[src/rtl/seg7_pkg.sv]
// ---------------------------------------------------------------------------
// seg7_pkg
// Shared constants for the 7-segment scan driver:
//   SEG_BLANK       - all segments off (active-low)
//   ANODE_OFF       - value of one anode bit when its digit is dark
//   SEG_HEX_0..F    - active-low segment patterns, bit 6 = a ... bit 0 = g
//   eff_len()       - clamps the programmed message length into a usable range
// ---------------------------------------------------------------------------
package seg7_pkg;

    localparam logic [6:0] SEG_BLANK = 7'b1111111;
    localparam logic       ANODE_OFF = 1'b1;

    localparam logic [6:0] SEG_HEX_0 = 7'b0000001;
    localparam logic [6:0] SEG_HEX_1 = 7'b1001111;
    localparam logic [6:0] SEG_HEX_2 = 7'b0010010;
    localparam logic [6:0] SEG_HEX_3 = 7'b0000110;
    localparam logic [6:0] SEG_HEX_4 = 7'b1001100;
    localparam logic [6:0] SEG_HEX_5 = 7'b0100100;
    localparam logic [6:0] SEG_HEX_6 = 7'b0100000;
    localparam logic [6:0] SEG_HEX_7 = 7'b0001111;
    localparam logic [6:0] SEG_HEX_8 = 7'b0000000;
    localparam logic [6:0] SEG_HEX_9 = 7'b0000100;
    localparam logic [6:0] SEG_HEX_A = 7'b0001000;
    localparam logic [6:0] SEG_HEX_B = 7'b1100000;
    localparam logic [6:0] SEG_HEX_C = 7'b0110001;
    localparam logic [6:0] SEG_HEX_D = 7'b1000010;
    localparam logic [6:0] SEG_HEX_E = 7'b0110000;
    localparam logic [6:0] SEG_HEX_F = 7'b0111000;

    // Zero or oversize lengths mean "whole buffer"; a message shorter than
    // the display is padded up so every lit digit maps to a distinct entry.
    function automatic int unsigned eff_len(input int unsigned len,
                                            input int unsigned num_digits,
                                            input int unsigned msg_depth);
        if (len == 0 || len > msg_depth) return msg_depth;
        if (len < num_digits)            return num_digits;
        return len;
    endfunction

endpackage

[src/rtl/seg7_scan_driver_if.sv]
// ---------------------------------------------------------------------------
// seg7_scan_driver_if
// Bundles the character-source side (buffer writes, scroll control) and the
// display-pin side of the scan driver.
//   master: character source / board - drives wr_*, scroll_en, msg_len
//   slave : seg7_scan_driver         - drives an, seg, frame_tick, scroll_ptr
// ---------------------------------------------------------------------------
interface seg7_scan_driver_if #(
    parameter int NUM_DIGITS = 4,
    parameter int MSG_DEPTH  = 16
);
    localparam int AW = $clog2(MSG_DEPTH);

    logic                  wr_en;
    logic [AW-1:0]         wr_addr;
    logic [3:0]            wr_data;
    logic                  scroll_en;
    logic [AW:0]           msg_len;
    logic [NUM_DIGITS-1:0] an;
    logic [6:0]            seg;
    logic                  frame_tick;
    logic [AW-1:0]         scroll_ptr;

    modport master (
        output wr_en, wr_addr, wr_data, scroll_en, msg_len,
        input  an, seg, frame_tick, scroll_ptr
    );

    modport slave (
        input  wr_en, wr_addr, wr_data, scroll_en, msg_len,
        output an, seg, frame_tick, scroll_ptr
    );

endinterface

[src/rtl/seg7_hex_decode.sv]
// ---------------------------------------------------------------------------
// seg7_hex_decode
// Combinational hex digit to active-low 7-segment pattern.
//   i_hex : 4-bit character
//   o_seg : segments a..g, o_seg[6] = a ... o_seg[0] = g, active low
// ---------------------------------------------------------------------------
module seg7_hex_decode
    import seg7_pkg::*;
(
    input  logic [3:0] i_hex,
    output logic [6:0] o_seg
);

    always_comb begin
        o_seg = SEG_BLANK;
        case (i_hex)
            4'h0: o_seg = SEG_HEX_0;
            4'h1: o_seg = SEG_HEX_1;
            4'h2: o_seg = SEG_HEX_2;
            4'h3: o_seg = SEG_HEX_3;
            4'h4: o_seg = SEG_HEX_4;
            4'h5: o_seg = SEG_HEX_5;
            4'h6: o_seg = SEG_HEX_6;
            4'h7: o_seg = SEG_HEX_7;
            4'h8: o_seg = SEG_HEX_8;
            4'h9: o_seg = SEG_HEX_9;
            4'hA: o_seg = SEG_HEX_A;
            4'hB: o_seg = SEG_HEX_B;
            4'hC: o_seg = SEG_HEX_C;
            4'hD: o_seg = SEG_HEX_D;
            4'hE: o_seg = SEG_HEX_E;
            4'hF: o_seg = SEG_HEX_F;
            default: o_seg = SEG_BLANK;
        endcase
    end

endmodule

[src/rtl/seg7_scan_driver.sv]
// ---------------------------------------------------------------------------
// seg7_scan_driver
// Time-multiplexed common-anode 7-segment driver with a hex character buffer
// and optional circular scrolling.
//   clk        : system clock, rising edge
//   reset_n    : asynchronous active-low reset
//   bus.wr_*   : buffer write port (address >= MSG_DEPTH ignored)
//   bus.scroll_en / bus.msg_len : scroll enable and message length
//   bus.an     : anodes, active low, an[NUM_DIGITS-1] = leftmost digit
//   bus.seg    : segments a..g, active low
//   bus.frame_tick : high on the last cycle of each frame
//   bus.scroll_ptr : buffer index shown on the leftmost digit
// ---------------------------------------------------------------------------
module seg7_scan_driver
    import seg7_pkg::*;
#(
    parameter int NUM_DIGITS    = 4,
    parameter int MSG_DEPTH     = 16,
    parameter int DIGIT_CYCLES  = 16,
    parameter int BLANK_CYCLES  = 2,
    parameter int SCROLL_FRAMES = 8
) (
    input  logic             clk,
    input  logic             reset_n,
    seg7_scan_driver_if.slave bus
);

    localparam int AW = $clog2(MSG_DEPTH);
    localparam int LW = AW + 1;
    localparam int CW = $clog2(DIGIT_CYCLES);
    localparam int DW = $clog2(NUM_DIGITS);
    localparam int FW = $clog2(SCROLL_FRAMES + 1);

    localparam logic [CW-1:0] CNT_LAST = CW'(DIGIT_CYCLES - 1);
    localparam logic [CW-1:0] CNT_LIT  = CW'(BLANK_CYCLES);
    localparam logic [DW-1:0] DIG_LAST = DW'(NUM_DIGITS - 1);
    localparam logic [FW-1:0] FRM_LAST = FW'(SCROLL_FRAMES - 1);
    localparam logic [LW-1:0] DEPTH    = LW'(MSG_DEPTH);

    // r_cnt/r_dig describe the slot position currently on the pins; every
    // edge computes the following position and registers its outputs.
    logic [CW-1:0]                 r_cnt;
    logic [DW-1:0]                 r_dig;
    logic [FW-1:0]                 r_frm;
    logic [AW-1:0]                 r_ptr;
    logic [NUM_DIGITS-1:0]         r_an;
    logic [6:0]                    r_seg;
    logic                          r_tick;
    logic [MSG_DEPTH-1:0][3:0]     r_buf;

    logic [LW-1:0]         w_len;
    logic                  w_frame_end;
    logic [CW-1:0]         w_cnt_nxt;
    logic [DW-1:0]         w_dig_nxt;
    logic [FW-1:0]         w_frm_nxt;
    logic [AW-1:0]         w_ptr_nxt;
    logic [LW-1:0]         w_idx;
    logic [3:0]            w_char;
    logic [6:0]            w_seg;
    logic                  w_lit_nxt;
    logic                  w_tick_nxt;
    logic [NUM_DIGITS-1:0] w_an_nxt;

    assign w_len = LW'(eff_len(32'(bus.msg_len), NUM_DIGITS, MSG_DEPTH));

    // Slot / digit position sequencing
    always_comb begin
        w_frame_end = (r_cnt == CNT_LAST) && (r_dig == DIG_LAST);
        w_cnt_nxt   = r_cnt + 1'b1;
        w_dig_nxt   = r_dig;
        if (r_cnt == CNT_LAST) begin
            w_cnt_nxt = '0;
            w_dig_nxt = (r_dig == DIG_LAST) ? '0 : r_dig + 1'b1;
        end
        w_lit_nxt  = (w_cnt_nxt >= CNT_LIT);
        w_tick_nxt = (w_cnt_nxt == CNT_LAST) && (w_dig_nxt == DIG_LAST);
    end

    // Scroll pointer only moves on a frame boundary; an out-of-range pointer
    // (after msg_len shrank) is pulled back to 0 at the first boundary.
    always_comb begin
        w_ptr_nxt = r_ptr;
        w_frm_nxt = bus.scroll_en ? r_frm : '0;
        if (w_frame_end) begin
            if (bus.scroll_en)
                w_frm_nxt = (r_frm == FRM_LAST) ? '0 : r_frm + 1'b1;
            if ({1'b0, r_ptr} >= w_len)
                w_ptr_nxt = '0;
            else if (bus.scroll_en && (r_frm == FRM_LAST))
                w_ptr_nxt = (({1'b0, r_ptr} + 1'b1) == w_len) ? '0 : r_ptr + 1'b1;
        end
    end

    // Character index: ptr + d < 2L when ptr is in range, so one subtract
    // wraps it; a stale pointer is saturated to the last valid entry.
    always_comb begin
        w_idx = {1'b0, w_ptr_nxt} + LW'(w_dig_nxt);
        if (w_idx >= w_len) w_idx = w_idx - w_len;
        if (w_idx >= w_len) w_idx = w_len - 1'b1;
        w_char = r_buf[w_idx[AW-1:0]];
    end

    seg7_hex_decode u_dec (
        .i_hex (w_char),
        .o_seg (w_seg)
    );

    always_comb begin
        w_an_nxt = {NUM_DIGITS{ANODE_OFF}};
        if (w_lit_nxt) w_an_nxt[DIG_LAST - w_dig_nxt] = ~ANODE_OFF;
    end

    always_ff @(posedge clk or negedge reset_n) begin
        if (!reset_n) begin
            r_buf <= '0;
        end else if (bus.wr_en && ({1'b0, bus.wr_addr} < DEPTH)) begin
            r_buf[bus.wr_addr] <= bus.wr_data;
        end
    end

    always_ff @(posedge clk or negedge reset_n) begin
        if (!reset_n) begin
            r_cnt  <= '0;
            r_dig  <= '0;
            r_frm  <= '0;
            r_ptr  <= '0;
            r_an   <= {NUM_DIGITS{ANODE_OFF}};
            r_seg  <= SEG_BLANK;
            r_tick <= 1'b0;
        end else begin
            r_cnt  <= w_cnt_nxt;
            r_dig  <= w_dig_nxt;
            r_frm  <= w_frm_nxt;
            r_ptr  <= w_ptr_nxt;
            r_an   <= w_an_nxt;
            r_seg  <= w_lit_nxt ? w_seg : SEG_BLANK;
            r_tick <= w_tick_nxt;
        end
    end

    assign bus.an         = r_an;
    assign bus.seg        = r_seg;
    assign bus.frame_tick = r_tick;
    assign bus.scroll_ptr = r_ptr;

endmodule

[src/flat_wrapper.sv]
// flat-port wrapper written by rule: the top's interface ports become plain ports
module seg7_scan_driver_flat import seg7_pkg::*;
#(
    parameter int NUM_DIGITS    = 4,
    parameter int MSG_DEPTH     = 16,
    parameter int DIGIT_CYCLES  = 16,
    parameter int BLANK_CYCLES  = 2,
    parameter int SCROLL_FRAMES = 8
)
  (clk, reset_n, bus_wr_en, bus_wr_addr, bus_wr_data, bus_scroll_en, bus_msg_len, bus_an, bus_seg, bus_frame_tick, bus_scroll_ptr);
  seg7_scan_driver_if #(.NUM_DIGITS(NUM_DIGITS), .MSG_DEPTH(MSG_DEPTH)) bus_i ();
  input  logic clk;
  input  logic reset_n;
  input wire logic [$bits(bus_i.wr_en)-1:0] bus_wr_en;
  input wire logic [$bits(bus_i.wr_addr)-1:0] bus_wr_addr;
  input wire logic [$bits(bus_i.wr_data)-1:0] bus_wr_data;
  input wire logic [$bits(bus_i.scroll_en)-1:0] bus_scroll_en;
  input wire logic [$bits(bus_i.msg_len)-1:0] bus_msg_len;
  output wire logic [$bits(bus_i.an)-1:0] bus_an;
  output wire logic [$bits(bus_i.seg)-1:0] bus_seg;
  output wire logic [$bits(bus_i.frame_tick)-1:0] bus_frame_tick;
  output wire logic [$bits(bus_i.scroll_ptr)-1:0] bus_scroll_ptr;
  assign bus_i.wr_en = bus_wr_en;
  assign bus_i.wr_addr = bus_wr_addr;
  assign bus_i.wr_data = bus_wr_data;
  assign bus_i.scroll_en = bus_scroll_en;
  assign bus_i.msg_len = bus_msg_len;
  assign bus_an = bus_i.an;
  assign bus_seg = bus_i.seg;
  assign bus_frame_tick = bus_i.frame_tick;
  assign bus_scroll_ptr = bus_i.scroll_ptr;
  seg7_scan_driver #(.NUM_DIGITS(NUM_DIGITS), .MSG_DEPTH(MSG_DEPTH), .DIGIT_CYCLES(DIGIT_CYCLES), .BLANK_CYCLES(BLANK_CYCLES), .SCROLL_FRAMES(SCROLL_FRAMES)) u_core (.clk(clk), .reset_n(reset_n), .bus(bus_i));
endmodule
[config.mk]
export PLATFORM = sky130hd
export DESIGN_NAME = seg7_scan_driver_flat
export DESIGN_NICKNAME = d
export VERILOG_FILES = /design/src/rtl/seg7_pkg.sv /design/src/rtl/seg7_scan_driver_if.sv /design/src/rtl/seg7_hex_decode.sv /design/src/rtl/seg7_scan_driver.sv /design/src/flat_wrapper.sv
export SDC_FILE = /design/constraint.sdc
export NUM_CORES = 1
export LEC_CHECK = 0
export ABC_AREA = 0
export ABC_CLOCK_PERIOD_IN_PS = 9000
export CAP_MARGIN = 20
export CORE_UTILIZATION = 40
export DETAILED_ROUTE_END_ITERATION = 8
export PLACE_DENSITY = 0.65
export SLEW_MARGIN = 20
export SYNTH_ARGS = -nofsm -noshare
export SYNTH_HDL_FRONTEND = slang
export SYNTH_SLANG_ARGS = --single-unit
[constraint.sdc]
create_clock -name clk -period 9 [get_ports clk]
set_input_delay 2.25 -clock clk [delete_from_list [all_inputs] [get_ports clk]]
set_output_delay 2.25 -clock clk [all_outputs]
set_load 0.01 [all_outputs]
# Word-level counts from Yosys, hierarchy flattened
# Memory sizes are Yosys's and may differ from the RTL's.
# Cells that the tools add are included.
word_totals:
  regBits: 90
  romBits: 112
  input_bits: 17
  out_inout_bits: 16
  wordCells: 87
  n_memories: 1
classes:
  add_sub_neg: 9
  order_cmp: 11
  n_eq_ne: 6
  n_mux: 29
  bitwise: 1
  n_reduce_logical: 7
mem_list:
  columns: ["memory", "depth", "width", "rd", "rd_ports_with_merged_regs", "write_ports", "line", "text"]
  rows:
  - ["(name not given)", 16, 7, 1, 0, 0, "seg7_hex_decode.sv:16", "case (i_hex)"]
ops:
  columns: ["op", "count"]
  rows:
  - ["64-bit bitwise mux", 1]
  - ["4-bit 2-to-1 mux", 13]
  - ["5-bit 2-to-1 mux", 5]
  - ["4-bit binary-select mux with 4-bit select", 1]
  - ["4-bit demux with 4-bit select", 1]
  - ["4-bit by 1-bit adder with 4-bit output (second input constant)", 3]
  - ["5-bit >= comparator", 2]
  - ["4-bit by 5-bit < comparator with 1-bit output (second input constant)", 2]
  - ["4-bit == test (second input constant)", 2]
  - ["7-bit 2-to-1 mux", 1]
  - ["4-bit by 1-bit adder with 5-bit output (second input constant)", 1]
  - ["4-bit by 2-bit adder with 5-bit output", 1]
  - ["5-bit == test", 1]
  - ["4-bit by 5-bit >= comparator with 1-bit output", 1]
  - ["5-bit greater-than comparator (second input constant)", 1]
  - ["1-bit logical AND", 5]
  - ["5-bit logical NOT", 1]
  - ["5-bit by 3-bit < comparator with 1-bit output (second input constant)", 1]
  - ["5-bit subtractor", 1]
  - ["2-bit == test (second input constant)", 2]
  - ["4-bit by 3-bit == test with 1-bit output (second input constant)", 1]
  - ["4-bit by 1-bit >= comparator with 1-bit output (second input constant)", 1]
  - ["4-bit by 2-bit >= comparator with 1-bit output (second input constant)", 1]
  - ["1-bit 2-to-1 mux", 4]
  - ["other kinds (9)", 10]

# Logic depth before layout (Yosys ltp)
# An unclocked memory read counts as a cell.
depth:
  ltp_word: 20
  depth_mapped: 37
  ltp_nobuf: 35

# By module
# Synthesis repeated with hierarchy kept, for this count alone.
unflattened:
  cells_unflattened: 494
  area_unflattened_um2: 5371.4
by_module_without_submodules:
  columns: ["mod", "instances", "cells_per_inst", "area_each_um2", "seq_area_each_um2"]
  rows:
  - ["seg7_scan_driver", 1, 461, 5102.4, 2265.9]
  - ["seg7_hex_decode", 1, 33, 269.0, 0.0]

# Worst setup path before layout
# Ideal clock, no wire load.
synth_timing:
  path_type: "input -> register"
  from: "input bus_msg_len[3]"
  to: "register u_core.r_seg[3], in the netlist u_core.bus.seg[3]"
  setup_ns: 0.063
  t_arrival_ns: 9.468
  required_time_ns: 8.937
  setup_slack_ns: -0.531
  cell_stages: 37
  path_buffers: 3
  cell_sequence: "o21ba_2 > nand2_1 > inv_1 > ha_1 > nand2b_1 > a2111oi_2 > o21ai_1 > o22ai_2 > nor2_1 > a31oi_1 > ha_1 > inv_1 > fa_1 > xnor2_1 > ha_1 > a21oi_1 > o21ai_0 > a31oi_1 > clkbuf_1 > nor2_1 > a21oi_1 > ha_1 > nand2b_1 > a211oi_1 > o31ai_1 > a21o_1 > o22ai_1 > buf_2 > buf_4 > mux4_2 > mux2i_1 > mux2i_1 > inv_1 > ha_1 > mux2i_1 > mux2_2 > nand2_1"
synth_between:
  elab_chain_cells: 20
  elab_cells_between_ends: 28
  classes_between: "3 x add/sub; 5 x order compare; 1 x eq/ne; 16 x mux; 2 x reduce/logical; 1 x memory"
synth_lines:
  columns: ["element", "line", "text"]
  rows:
  - ["start, declared", "flat_wrapper.sv:18", "input wire logic [$bits(bus_i.msg_len)-1:0] bus_msg_len;"]
  - ["5-bit greater-than comparator / 5-bit logical NOT (equally long branches)", "seg7_pkg.sv:36", "if (len == 0 || len > msg_depth) return msg_depth;"]
  - ["1-bit logical OR", "seg7_pkg.sv:36", null]
  - ["5-bit 2-to-1 mux", "seg7_pkg.sv:36", null]
  - ["5-bit 2-to-1 mux", "seg7_pkg.sv:37", "if (len < num_digits) return num_digits;"]
  - ["5-bit 2-to-1 mux", "seg7_pkg.sv:38", "return len;"]
  - ["5-bit 2-to-1 mux (*)", "seg7_pkg.sv:37", null]
  - ["5-bit == test", "seg7_scan_driver.sv:90", "w_ptr_nxt = (({1'b0, r_ptr} + 1'b1) == w_len) ? '0 : r_ptr + 1'b1;"]
  - ["4-bit 2-to-1 mux", "seg7_scan_driver.sv:90", null]
  - ["[... 3 more ...]", null, null]
  - ["net u_core.w_ptr_nxt[0]", "seg7_scan_driver.sv:56", "logic [AW-1:0] w_ptr_nxt;"]
  - ["[... 1 more ...]", null, null]
  - ["5-bit subtractor / 5-bit >= comparator (equally long branches)", "seg7_scan_driver.sv:98", "if (w_idx >= w_len) w_idx = w_idx - w_len;"]
  - ["5-bit 2-to-1 mux (*)", "seg7_scan_driver.sv:98", null]
  - ["5-bit >= comparator", "seg7_scan_driver.sv:99", "if (w_idx >= w_len) w_idx = w_len - 1'b1;"]
  - ["4-bit 2-to-1 mux (*)", "seg7_scan_driver.sv:99", null]
  - ["4-bit binary-select mux with 4-bit select (*)", "seg7_scan_driver.sv:100", "w_char = r_buf[w_idx[AW-1:0]];"]
  - ["4-bit 2-to-1 mux (not written as such) (*)", "seg7_scan_driver.sv:100", null]
  - ["memory read 16 x 7 bit (*)", null, null]
  - ["7-bit 2-to-1 mux (*)", "seg7_scan_driver.sv:136", "r_seg <= w_lit_nxt ? w_seg : SEG_BLANK;"]
  - ["end signal, assigned", "seg7_scan_driver.sv:136", null]
  - ["end, declared", "seg7_scan_driver.sv:47", "logic [6:0] r_seg;"]
# Mark *: on every way through the listed nets, which the timed path passes. The rest lies on a longest branch. The select of a mux whose other input is x is not followed.
# A chain may end at the register's enable or synchronous reset.

# Final worst setup path
# Same ends and word-level chain as after synthesis.

==> results.toml <==
[route]
vias = 3828
avgRoutedWirePerCell_um = 17.1
drc = 0
routed_wl_um = 12400
firstDrtPassIters = 4
ant_nets = 0
viasPerCell = 5.27
drtIter0Drc = 249

[run_status]
status = "finished clean"

[sta]
timing.hold.ws_ps = 507
drv_slew = 0
fmax_mhz = 114
maxSlewHeadroom_pct = 51.5
worst_pin_slew_ps = 727
clock_skew_ps = 8.35
hold_violations = 0
post-route-period-util_pct = 97.3
final-setup-viol-count = 0
fin_crit_ps = 8760

[clock_tree]
cts_tree = "built"
htreeDepth = 3
cts_made_buffers = 9
cts_buffer_depth = 2
cts.clk_slew.worst_paths_ps = 60
cts_root_buf = "clkbuf_16"
numClockSinks = 90
postCtsHoldBufs = 0
insertion_delay_ps = 340

[synth]
synth_area_per_cell_um2 = 11.9
synth.top_cells.by_area = "dfrtp_1 (38%), mux2_2 (16%), ha_1 (6.9%)"
yosys_warnings = 0
synthCells = 440
ys.flop_type = "dfrtp_1"
async_reset_ff_share_pct = 100
synth_cell_types = 62
synth_top_cell_by_area = "dfrtp_1"
synth-seq-cells = 90
syn_nets = 488
yosysTopAreaCellShare_pct = 37.8
netlist_area_mm2 = 0.00523
synth_edf_count = 0
synth_seq_area_share_pct = 43.3

[power]
irDropWorstVdd_mv = 0.103
p_seq_share_pct = 34.5
internal_power_uw = 1050
powerDensity_mw_per_mm2 = 213
p_switching_uw = 437
pwr-share-clk_pct = 30.0
comb_power_share_pct = 35.5
swShare_pct = 29.4
p_leak_uw = 0.00311

[global_route]
grt_use_met2_pct = 32.2
grt_pass1_wl_um = 19600
antenna_found_initial = 0
grt_use_total_pct = 18.9
top_usage_layer = "met2"
grt.met1_usage_pct = 24.7
grtUsageMet3_pct = 3.89
grt_pass1_vias = 3933
grt-ovfl-total = 0
grt_max_degree = 59

[worst_hold_path]
min_path_type = "flip-flop to flip-flop"
hold_depth = 1

[finish]
final_cell_mix = "dfrtp_1 (79), buf_4 (72), mux2_2 (70), clkdlybuf4s50_1 (26)"
fin_cells = 726
final_nets = 597
area_growth_pct = 33.6
diodes = 0
mostFrequentLayoutCell = "dfrtp_1"
drive_gt1_share_pct = 44.0

[placed_design]
placed_cells = 699
post-dp-hpwl_um = 8720
globalplace.congestion = 0.835
port_buffers = 32

[worst_setup_path]
crit_required_ps = 9270
cpMostUsedCell = "buf_4"
critical-path-max-stage-delay_ps = 430
path_class = "input pin to flip-flop"
reg2regPathDepth = 33
worst_path_max_delay_cell = "or4_4"
cp_max_fo = 6
cp_data_arrival_time_ps = 9030
start_kind = "input pin"
crit_path_end_kind = "flip-flop"

[flow_run]
maxCapViolCount = 0

[floorplanning]
core-area_mm2 = 0.0127
die_x_um = 116
die-area_mm2 = 0.0135
die_height_um = 116
row_count = 41
io_pins = 33
start_util_pct = 41.3
==> worst max-delay path, delay by kind of cell <==
| kind | cells | cell delay (ps) |
|---|---|---|
| buffers and inverters | 8 | 1190 |
| adder cells (fa/ha/maj) | 4 | 1180 |
| multiplexers | 7 | 1560 |
| XOR/XNOR | 1 | 230 |
| AND/OR/NAND/NOR | 4 | 620 |
| AO/OA/AOI/OAI | 11 | 1990 |
==> path summary, 6_finish.rpt <==
path                                     startpoint                 to  slack, ps
max                                  bus_msg_len[3]  u_core.bus.seg[3]        240
min                                u_core.r_buf[45]   u_core.r_buf[45]        510
max reg2reg                u_core.bus.scroll_ptr[0]  u_core.bus.seg[3]       2030
min reg2reg                        u_core.r_buf[45]   u_core.r_buf[45]        510
max in group asynchronous                   reset_n    u_core.r_buf[5]       6090
min in group asynchronous                   reset_n   u_core.r_buf[54]       1840
==> power by group through the flow <==
stage	sequential, µW	clock (µW)	combinational [µW]
CTS	511	453	463
global route	521	470	569
global placement	514	0	435
detailed placement	518	0	447
floorplan	505	0	293
finish	513	447	529
==> area by class of cell <==
type / instances / area [µm²]
well taps: 172 / 215
clock buffers: 10 / 239
flip-flops and latches: 90 / 2270
clock inverters: 6 / 119
fillers: 1080 / 5680
inverters: 25 / 93.8
multi-input cells: 314 / 3100
repair buffers: 109 / 958
==> Yosys cell counts, drive strengths merged, types with 5 or more instances <==
| library cell | count |
|---|---|
| dfrtp | 79 |
| mux2 | 73 |
| mux2i | 34 |
| ha | 29 |
| inv | 25 |
| nor2 | 24 |
| nand2 | 19 |
| o21ai | 14 |
| a21oi | 13 |
| dfstp | 11 |
| nand3 | 9 |
| mux4 | 8 |
| clkbuf | 6 |
| or3 | 6 |
| a21o | 5 |
| buf | 5 |
| nand2b | 5 |
| nand3b | 5 |
| nor2b | 5 |
| xor2 | 5 |
==> kinds of logic (layout without fill, tap and decap cells) <==
group,after synthesis,in the layout,synth area share (%)
compound gates,64,64,8.94
xor+xnor,10,10,1.94
fa+ha+maj,31,31,7.70
buf+inv,36,150,2.87
flops,90,90,43.3
mux,115,115,25.7
simple gates,94,94,9.52
==> routing by layer <==
layer | share of wire, % | up-vias | wire (µm)
li1 | - | 1822 | -
met1 | 45 | 1915 | 5550
met2 | 50 | 75 | 6250
met3 | 3.8 | 16 | 479
met4 | 1.3 | 0 | 159
met5 | 0 | - | 0
==> timing repair <==
| item | CTS | global route |
|---|---|---|
| pin swaps | 7 | 17 |
| resized for setup | 10 | 48 |
| hold endpoints to repair | 0 | 0 |
| endpoints found under the setup margin | 7 | 7 |
| setup buffers | 0 | 10 |
| gates cloned | 0 | 1 |
==> stage by stage <==
| stage | total power, µW | setup slack, ps | util (%) | cell area, µm² | TNS [ps] |
|---|---|---|---|---|---|
| floorplan | 798 | 17.2 | - | 5300 | 0 |
| global placement | 949 | -355 | 49.6 | 6280 | -1910 |
| detailed placement | 965 | -565 | 49.6 | 6280 | -3240 |
| CTS | 1430 | 6.81 | 52.7 | 6670 | 0 |
| global route | 1560 | -63.4 | 55.2 | 6990 | -281 |
| finish | 1490 | 244 | 55.2 | 6990 | 0 |
==> sequential cells by signal (all words and copies together) (netlist names) <==
name                   flops
u_core.bus.an              4
u_core.r_cnt               4
u_core.r_frm               4
u_core.bus.scroll_ptr      4
u_core.r_buf              64
u_core.bus.seg             7
u_core.r_dig               2
u_core.bus.frame_tick      1
No activity file was read; power rests on OpenSTA's default activity.
